--- src/rtl/axis_word_deframer.sv ---
// Rebuilds AXI-Stream frames from a header-prefixed, non-backpressurable 64-bit word stream.
// Payload is buffered so a stalled rx_axis_tready never loses a word; unfit frames are dropped.
module axis_word_deframer #(
   parameter int          DATA_W     = 64,
   parameter int          FIFO_DEPTH = 64,
   parameter int          MAX_LEN    = 512,
   parameter logic [31:0] MAGIC      = 32'hA5A5_5A5A
) (
   input  logic              clk156,
   input  logic              reset,
   input  logic              in_valid,
   input  logic [DATA_W-1:0] in_data,
   output logic [DATA_W-1:0] rx_axis_tdata,
   output logic [7:0]        rx_axis_tkeep,
   output logic              rx_axis_tvalid,
   input  logic              rx_axis_tready,
   output logic              rx_axis_tlast,
   output logic [31:0]       frames_ok,
   output logic [15:0]       frames_dropped,
   output logic [15:0]       hdr_err,
   output logic [15:0]       seq_err
);

   localparam int          AW        = $clog2(FIFO_DEPTH);
   localparam int          EW        = DATA_W + 9;
   localparam logic [AW:0] DEPTH_C   = (AW+1)'(FIFO_DEPTH);
   localparam logic [31:0] DEPTH_U   = 32'(FIFO_DEPTH);
   localparam logic [15:0] MAX_LEN_U = 16'(MAX_LEN);

   typedef enum logic [1:0] {HDR, PAY, DISC} state_t;

   state_t        state;
   logic [12:0]   remaining;
   logic [2:0]    len_rem;
   logic [15:0]   exp_seq;
   logic          seq_valid;

   logic [EW-1:0] mem [FIFO_DEPTH];
   logic [AW-1:0] wr_ptr;
   logic [AW-1:0] rd_ptr;
   logic [AW:0]   count;
   logic [EW-1:0] head;

   logic [15:0]   hdr_len;
   logic [15:0]   hdr_seq;
   logic          hdr_bad;
   logic [12:0]   hdr_beats;
   logic [31:0]   free;
   logic          fits;
   logic          last_beat;
   logic [7:0]    last_keep;
   logic [EW-1:0] push_entry;
   logic          push;
   logic          pop;

   assign hdr_len   = in_data[15:0];
   assign hdr_seq   = in_data[31:16];
   assign hdr_bad   = (in_data[63:32] != MAGIC) || (hdr_len == 16'd0) || (hdr_len > MAX_LEN_U);
   assign hdr_beats = 13'((hdr_len + 16'd7) >> 3);
   // Free space uses the occupancy before any pop this cycle, so the reservation is conservative.
   assign free      = DEPTH_U - 32'(count);
   assign fits      = (32'(hdr_beats) <= free);

   assign last_beat  = (remaining == 13'd1);
   assign last_keep  = (len_rem == 3'd0) ? 8'hFF : ((8'h01 << len_rem) - 8'h01);
   assign push_entry = {in_data, (last_beat ? last_keep : 8'hFF), last_beat};
   assign push       = (state == PAY) && in_valid;
   assign pop        = rx_axis_tvalid && rx_axis_tready;

   assign head           = mem[rd_ptr];
   assign rx_axis_tvalid = (count != '0);
   assign rx_axis_tdata  = rx_axis_tvalid ? head[EW-1 -: DATA_W] : '0;
   assign rx_axis_tkeep  = rx_axis_tvalid ? head[8:1] : 8'h00;
   assign rx_axis_tlast  = rx_axis_tvalid ? head[0] : 1'b0;

   always_ff @(posedge clk156) begin
      if (push) begin
         mem[wr_ptr] <= push_entry;
      end
   end

   always_ff @(posedge clk156) begin
      if (reset) begin
         wr_ptr <= '0;
         rd_ptr <= '0;
         count  <= '0;
      end else begin
         if (push) begin
            wr_ptr <= wr_ptr + AW'(1);
         end
         if (pop) begin
            rd_ptr <= rd_ptr + AW'(1);
         end
         case ({push, pop})
            2'b10:   count <= count + (AW+1)'(1);
            2'b01:   count <= count - (AW+1)'(1);
            default: count <= count;
         endcase
      end
   end

   always_ff @(posedge clk156) begin
      if (reset) begin
         state          <= HDR;
         remaining      <= '0;
         len_rem        <= '0;
         exp_seq        <= '0;
         seq_valid      <= 1'b0;
         frames_ok      <= '0;
         frames_dropped <= '0;
         hdr_err        <= '0;
         seq_err        <= '0;
      end else begin
         case (state)
            HDR: begin
               if (in_valid) begin
                  if (hdr_bad) begin
                     if (hdr_err != 16'hFFFF) hdr_err <= hdr_err + 16'd1;
                  end else begin
                     if (seq_valid && (hdr_seq != exp_seq) && (seq_err != 16'hFFFF)) begin
                        seq_err <= seq_err + 16'd1;
                     end
                     exp_seq   <= hdr_seq + 16'd1;
                     seq_valid <= 1'b1;
                     remaining <= hdr_beats;
                     len_rem   <= hdr_len[2:0];
                     if (fits) begin
                        state <= PAY;
                     end else begin
                        state <= DISC;
                        if (frames_dropped != 16'hFFFF) frames_dropped <= frames_dropped + 16'd1;
                     end
                  end
               end
            end
            PAY: begin
               if (in_valid) begin
                  remaining <= remaining - 13'd1;
                  if (last_beat) begin
                     state <= HDR;
                     if (frames_ok != 32'hFFFF_FFFF) frames_ok <= frames_ok + 32'd1;
                  end
               end
            end
            DISC: begin
               if (in_valid) begin
                  remaining <= remaining - 13'd1;
                  if (last_beat) state <= HDR;
               end
            end
            default: state <= HDR;
         endcase
      end
   end

   // Space is reserved when a header is accepted, so a push can never meet a full FIFO.
   assert property (@(posedge clk156) disable iff (reset) !(push && (count == DEPTH_C)));

endmodule
--- config.mk ---
export PLATFORM = sky130hd
export DESIGN_NAME = axis_word_deframer
export DESIGN_NICKNAME = d
export VERILOG_FILES = /design/src/rtl/axis_word_deframer.sv
export SDC_FILE = /design/constraint.sdc
export NUM_CORES = 2
export LEC_CHECK = 0
export CORE_MARGIN = 2
export CORE_UTILIZATION = 46
export DETAILED_ROUTE_END_ITERATION = 10
export PLACE_DENSITY = 0.69
export SKIP_CTS_REPAIR_TIMING = 1
export SLEW_MARGIN = 20
export SYNTH_ARGS = -nofsm -noshare
export SYNTH_HDL_FRONTEND = slang
export SYNTH_MEMORY_MAX_BITS = 65536
export SYNTH_SLANG_ARGS = --single-unit
export TNS_END_PERCENT = 50
--- constraint.sdc ---
create_clock -name clk156 -period 9.1 [get_ports clk156]
set_input_delay 2.73 -clock clk156 [delete_from_list [all_inputs] [get_ports clk156]]
set_output_delay 2.73 -clock clk156 [all_outputs]
set_load 0.02 [all_outputs]
Word level (Yosys, flattened, before mapping)
Memories as Yosys holds them, arrays and structs flattened. A register that Yosys moved wholly into a read port is not among the register bits. Index checks and enable logic that the tools add are counted.

Add/subtract/negate cells: 13. Order comparisons: 2. Eq/ne operators: 15. Shifts and indexed selects: 1. Multiplexer cells: 20. Bitwise logic cells: 2. Reductions and logical operators: 20.

Operators by type and width (count): adder 16 x 1 -> 16 bit (second input constant) (4); 2-to-1 mux 64 bit (1); inequality test 32 bit (second input constant) (2); inequality test 16 bit (second input constant) (3); 2-to-1 mux 13 bit (3); adder 32 x 1 -> 32 bit (second input constant) (1); <= comparator 13 x 32 -> 1 bit (1); case mux 13 bit (2 select lines) (1); 2-to-1 mux 8 bit (3); AND reduction 4 bit (5); adder 16 x 3 -> 16 bit (second input constant) (1); greater-than comparator 16 x 10 -> 1 bit (second input constant) (1); zero test 16 bit (1); inequality test 16 bit (1); case mux 7 bit (2 select lines) (1); equality test 13 x 1 -> 1 bit (second input constant) (1); subtractor 13 x 1 -> 13 bit (second input constant) (1); adder 6 x 1 -> 6 bit (second input constant) (2); 2-to-1 mux 6 bit (2); 2-to-1 mux 2 bit (5); left shift 1 x 3 -> 8 bit (first input constant) (1); subtractor 7 x 7 -> 8 bit (first input constant) (1); subtractor 8 x 1 -> 8 bit (second input constant) (1); adder 7 x 1 -> 7 bit (second input constant) (1); 17 further kinds (29).

Register bits after elaboration: 134. Bits in writable memories: 4672. Bits of input ports: 68. Output and inout port bits: 154. Word-level logic and storage cells: 86. Memories: 1.

Memory list: mem (words 64, width 73, read ports 1, clocked after memory_dff 1, write ports 1, line 38) `logic [EW-1:0] mem [FIFO_DEPTH];`.

Logic depth before layout (Yosys ltp)
Depth after elaboration: 6. Depth in mapped cells: 17. Mapped depth without buffers: 15.

Worst setup path after synthesis
OpenSTA, ideal clock, no wires.

Path type: input port to flip-flop. Start: input in_valid. End: memory mem[55][0] (netlist bit) (enable). Library setup time: 0.503 ns. Arrival time: 6.363 ns. Required time: 8.597 ns. Setup slack: 2.234 ns. Stages: 4. Path buffers: 1. Path through: and3_1 -> clkbuf_1 -> nand3_1 -> nor2_1.

Cells in the longest elaborated chain, start to end: 3.

RTL lines: from (decl) (line 11) `input logic in_valid,`; logical AND 1 bit (line 67) `assign push = (state == PAY) && in_valid;`; 2-to-1 mux 1 bit (line 77) `if (push) begin`; 2-to-1 mux 1 bit (not written as such) (line 78) `mem[wr_ptr] <= push_entry;`; to (decl) (line 38).

Every way passes these cells.

==> metrics.md <==
| Metric | Value |
|---|---|
| Status | `finished clean` |
| Warnings, synthesis | `0` |
| Total Power | `between 40000 and 50000 uW` |
| Full die area | `slightly above 400000 um2` |
| Hold_sp | `state[1]` |
| Footprint of the multi-input gates | `40700 um2` |
| RSZ-0062 raised after global routing | `false` |
| Final WL | `~500000 um` |
| CTS sink cnt | `4748` |
| Final instance area | `209000 um2` |
| Share of power burned in registers | `between 50% and 60%` |
| CP cell instances | `buf_16, buf_4, buf_12, buf_4, mux4_2, mux4_2, inv_1, o221ai_1, clkdlybuf4s50_1` |
| Area Growth Syn to Fin | `13.9%` |
| CORE AREA | `roughly 400000 um2` |
| Dpl hpwl | `around 270000 um` |
| Critical Path Max Stage Delay | `a little under 0.7 ns` |
| Pwr Density | `~200 nW/um2` |
| VDD IR-drop max | `~0.00019 V` |
| Num CTS Buffers | `around 440` |
| Slack of the critical path | `around 1.3 ns` |
| Worst r2r src | `count[0]` |
| Synthesized instance count | `~8300` |
| Worst Setup End Kind | `output port` |
| FF+latch count, synth | `~4700` |
| Period utilisation layout | `between 80% and 90%` |
| Vias post-DR | `92603` |
| Share of async-settable or async-resettable flops after synthesis | `0%` |
| Sw Ratio | `19.7%` |
| Mapped cell area | `between 150000 and 200000 um2` |
| Logic pwr share | `0.9%` |
| Cell taking the most area after synthesis | `edfxtp_1` |
| Crit-path max FO | `just over 60` |
| Yosys cell types | `64` |
| TritonCTS clock tree | `built` |
| Vias per cell | `between 6 and 7` |
| Count leader, synth | `edfxtp_1` |
| Min Tclk post-route | `around 8 ns` |
| Antenna-violating nets left | `0` |
| Fmax | `roughly 130 MHz` |
| CP top delay family | `buffers and inverters` |
| Horiz. Die Dim | `around 640 um` |
| Slew Limit Fails | `0` |
| Top cells by area, synth | `edfxtp_1 (75%), mux4_2 (15%), mux2i_1 (1.6%), dfxtp_1 (1.5%), mux2_2 (0.88%)` |
| Synth Area in Compound Gates | `1.50%` |
| CP max stage cell | `dfxtp_4` |
| Reg2reg setup slack | `around 5.1 ns` |
| Largest family of logic cells by synthesized area | `multiplexers` |
| Vias in the first global route | `around 93000` |
| Worst Hold Class | `reg2reg` |
| Worst-Skew Late Latency | `1.00 ns` |
| Slew headroom | `between 15 and 20%` |
| Die extent in y | `635 um` |
| Setup Viol. Count Final | `0` |
| Mapped Nets | `between 8000 and 9000` |
| Area share of fa/ha/maj cells after synthesis | `0.216%` |
| Clock Skew | `~0.09 ns` |
| Initial antenna violation count | `23` |
| CP arrival | `between 5 and 6 ns` |
| Crit path launch type | `flop` |
| Sequential share of the synthesized area | `77.0%` |
| Required time of the critical path | `~6.4 ns` |
| H-tree depth | `5` |
| Worst-Margin Slew | `1.23 ns` |
| I/O pin count | `between 200 and 250` |
| Top FF cell, synth | `edfxtp_1` |
| Post-Synth Simple-Gate Area | `under 10%` |
| Sw Pwr | `between 8000 and 9000 uW` |
| Top post-synthesis cells by count | `edfxtp_1 (4608), mux4_2 (1224), mux2i_1 (294)` |
| Final core occ | `a little over half` |
| Reg-to-Reg End | `count[6]` |
| Row count | `231` |
| FILL cells | `29551` |
| Fin nets | `9001` |
| Leak Pwr | `0.0605 uW` |
| Drt first pass iters | `6` |
| Register area | `141000 um2` |
| Final setup TNS | `0 ns` |
| P_int | `approximately 34000 uW` |
| Hold Fails Final Rpt | `0` |
| Routed len/inst | `roughly 35 um` |
| First-pass GRT wire length | `about 700000 um` |
| Clock share of power | `42.7%` |
| Placed Area | `approximately 190000 um2` |
| GP Congestion | `approximately 0.8` |
| IO Port Bufs | `between 200 and 250` |
| Pre-CTS setup slack | `1.70 ns` |
| Total grt overflow | `0` |
| DRC | `0` |
| Post-synthesis xor/xnor area fraction | `less than 1%` |
| FF-to-FF path depth | `14` |
| Crit path buffers/inverters | `6` |
| Layout cells sized above 1 | `around 27%` |
| EDFF count, synth | `about 4600` |
| Overall global routing resource usage | `between 20% and 30%` |
| Max-cap violations | `0` |
| Critical setup path kind | `reg2out` |
| CTS max path bufs | `4` |
| Worst Hold Path EP | `state[1]` |
| Pin count of the biggest net entering global routing | `143` |
| Initial Utilization | `between 40% and 50%` |
| Top-area cell type share of the netlist area | `between 70 and 80%` |
| Starting DRT DRC Count | `13444` |
| CTS root buffer | `clkbuf_16` |
| Clock slew at reported path FFs | `0.06 ns` |
| Post-synthesis mux area share | `approximately 18%` |
| Worst hold path depth | `1` |
| Syn_area_per_cell | `roughly 22 um2` |
## registers in the layout (all words and copies together), names as in the netlist, 3 cells and up, named ones only
register	flops
count	7
exp_seq	16
frames_dropped	16
frames_ok	32
hdr_err	16
len_rem	3
mem	4608
rd_ptr	6
remaining	13
seq_err	16
wr_ptr	6
## layout make-up
class	count	area share [%]
inverter	101	0.183
multi-input combinational	3045	19.5
tap	5242	3.14
sequential	4748	67.7
timing repair buffer	562	2.77
antenna	5	0.00600
clock buffer	556	5.58
clock inverter	266	1.17
## kinds of logic (layout without fill, tap and decap cells)
kind of cell    after synthesis  in the layout
compound gates              426            426
xor+xnor                    118            118
fa+ha+maj                    31             31
buf+inv                     542           1485
flops                      4748           4748
mux                        1662           1662
other cells                   0              5
simple gates                808            808
## worst reg2reg max path, stage by stage, from the launching register on
cell,delay [ns]
dfxtp_1,0.37
inv_1,0.15
ha_1,0.20
nand2_1,0.12
or4_1,0.65
and2_1,0.37
ha_1,0.34
ha_1,0.35
nor2b_1,0.16
o21a_1,0.19
o21a_1,0.21
or4_1,0.50
nand3_1,0.13
xnor2_1,0.12
nor2_1,0.05
## worst max path at each step
stage / from / to / slack, ns / cells past startpoint
3_3_place_gp: in_data[41] / remaining[12] / -0.05 / 9
4_1_cts: flop / rx_axis_tkeep[7] / 0.92 / 8
3_5_place_dp: in_data[58] / remaining[12] / 1.70 / 8
6_report: flop / rx_axis_tdata[55] / 1.29 / 9
2_1_floorplan: in_valid / mem[55][0] / 2.23 / 4
5_1_grt: flop / rx_axis_tkeep[4] / 1.06 / 10
## power by group through the flow
| stage | sequential (uW) | clock [uW] | combinational, uW |
|---|---|---|---|
| CTS | 23900 | 18300 | 389 |
| global route | 23900 | 19100 | 423 |
| finish | 23900 | 18100 | 384 |
| global placement | 24400 | 0 | 356 |
| floorplan | 24400 | 0 | 36.6 |
| detailed placement | 24400 | 0 | 391 |
## per-stage QoR
step                      instances  hold WS, ns
final                         14525        0.468
after global routing          14521        0.491
after CTS                     14517        0.466
after detailed placement      13695        0.451
after global placement        13687        0.446
after floorplan                8335        0.432
## routing by layer
layer / vias up / GRT usage, % / share of wire [%]
li1: 36100 / - / -
met5: - / 0 / 0.011
met1: 49760 / 34.3 / 37
met2: 5814 / 39.2 / 47
met3: 921 / 4.55 / 11
met4: 8 / 8.36 / 3.7
## layout by cell type (no fill, tap or decap), drive strengths merged, types with 7 or more instances in the layout
master / count
mux4: 1224
bufinv: 34
nor4: 17
a22oi: 75
nand4: 34
or4: 9
inv: 117
edfxtp: 4608
a211oi: 18
a21oi: 123
xnor2: 55
clkinv: 200
xor2: 63
mux2: 144
nor2: 270
clkbuf: 556
nand3: 121
or3: 19
nand2: 236
buf: 406
clkinvlp: 16
clkdlybuf4s50: 156
and3: 19
nor4bb: 7
nor3: 32
mux2i: 294
o221ai: 72
dfxtp: 140
o21ai: 100
ha: 30
nor2b: 8
No activity file was read; power rests on OpenSTA's default activity.
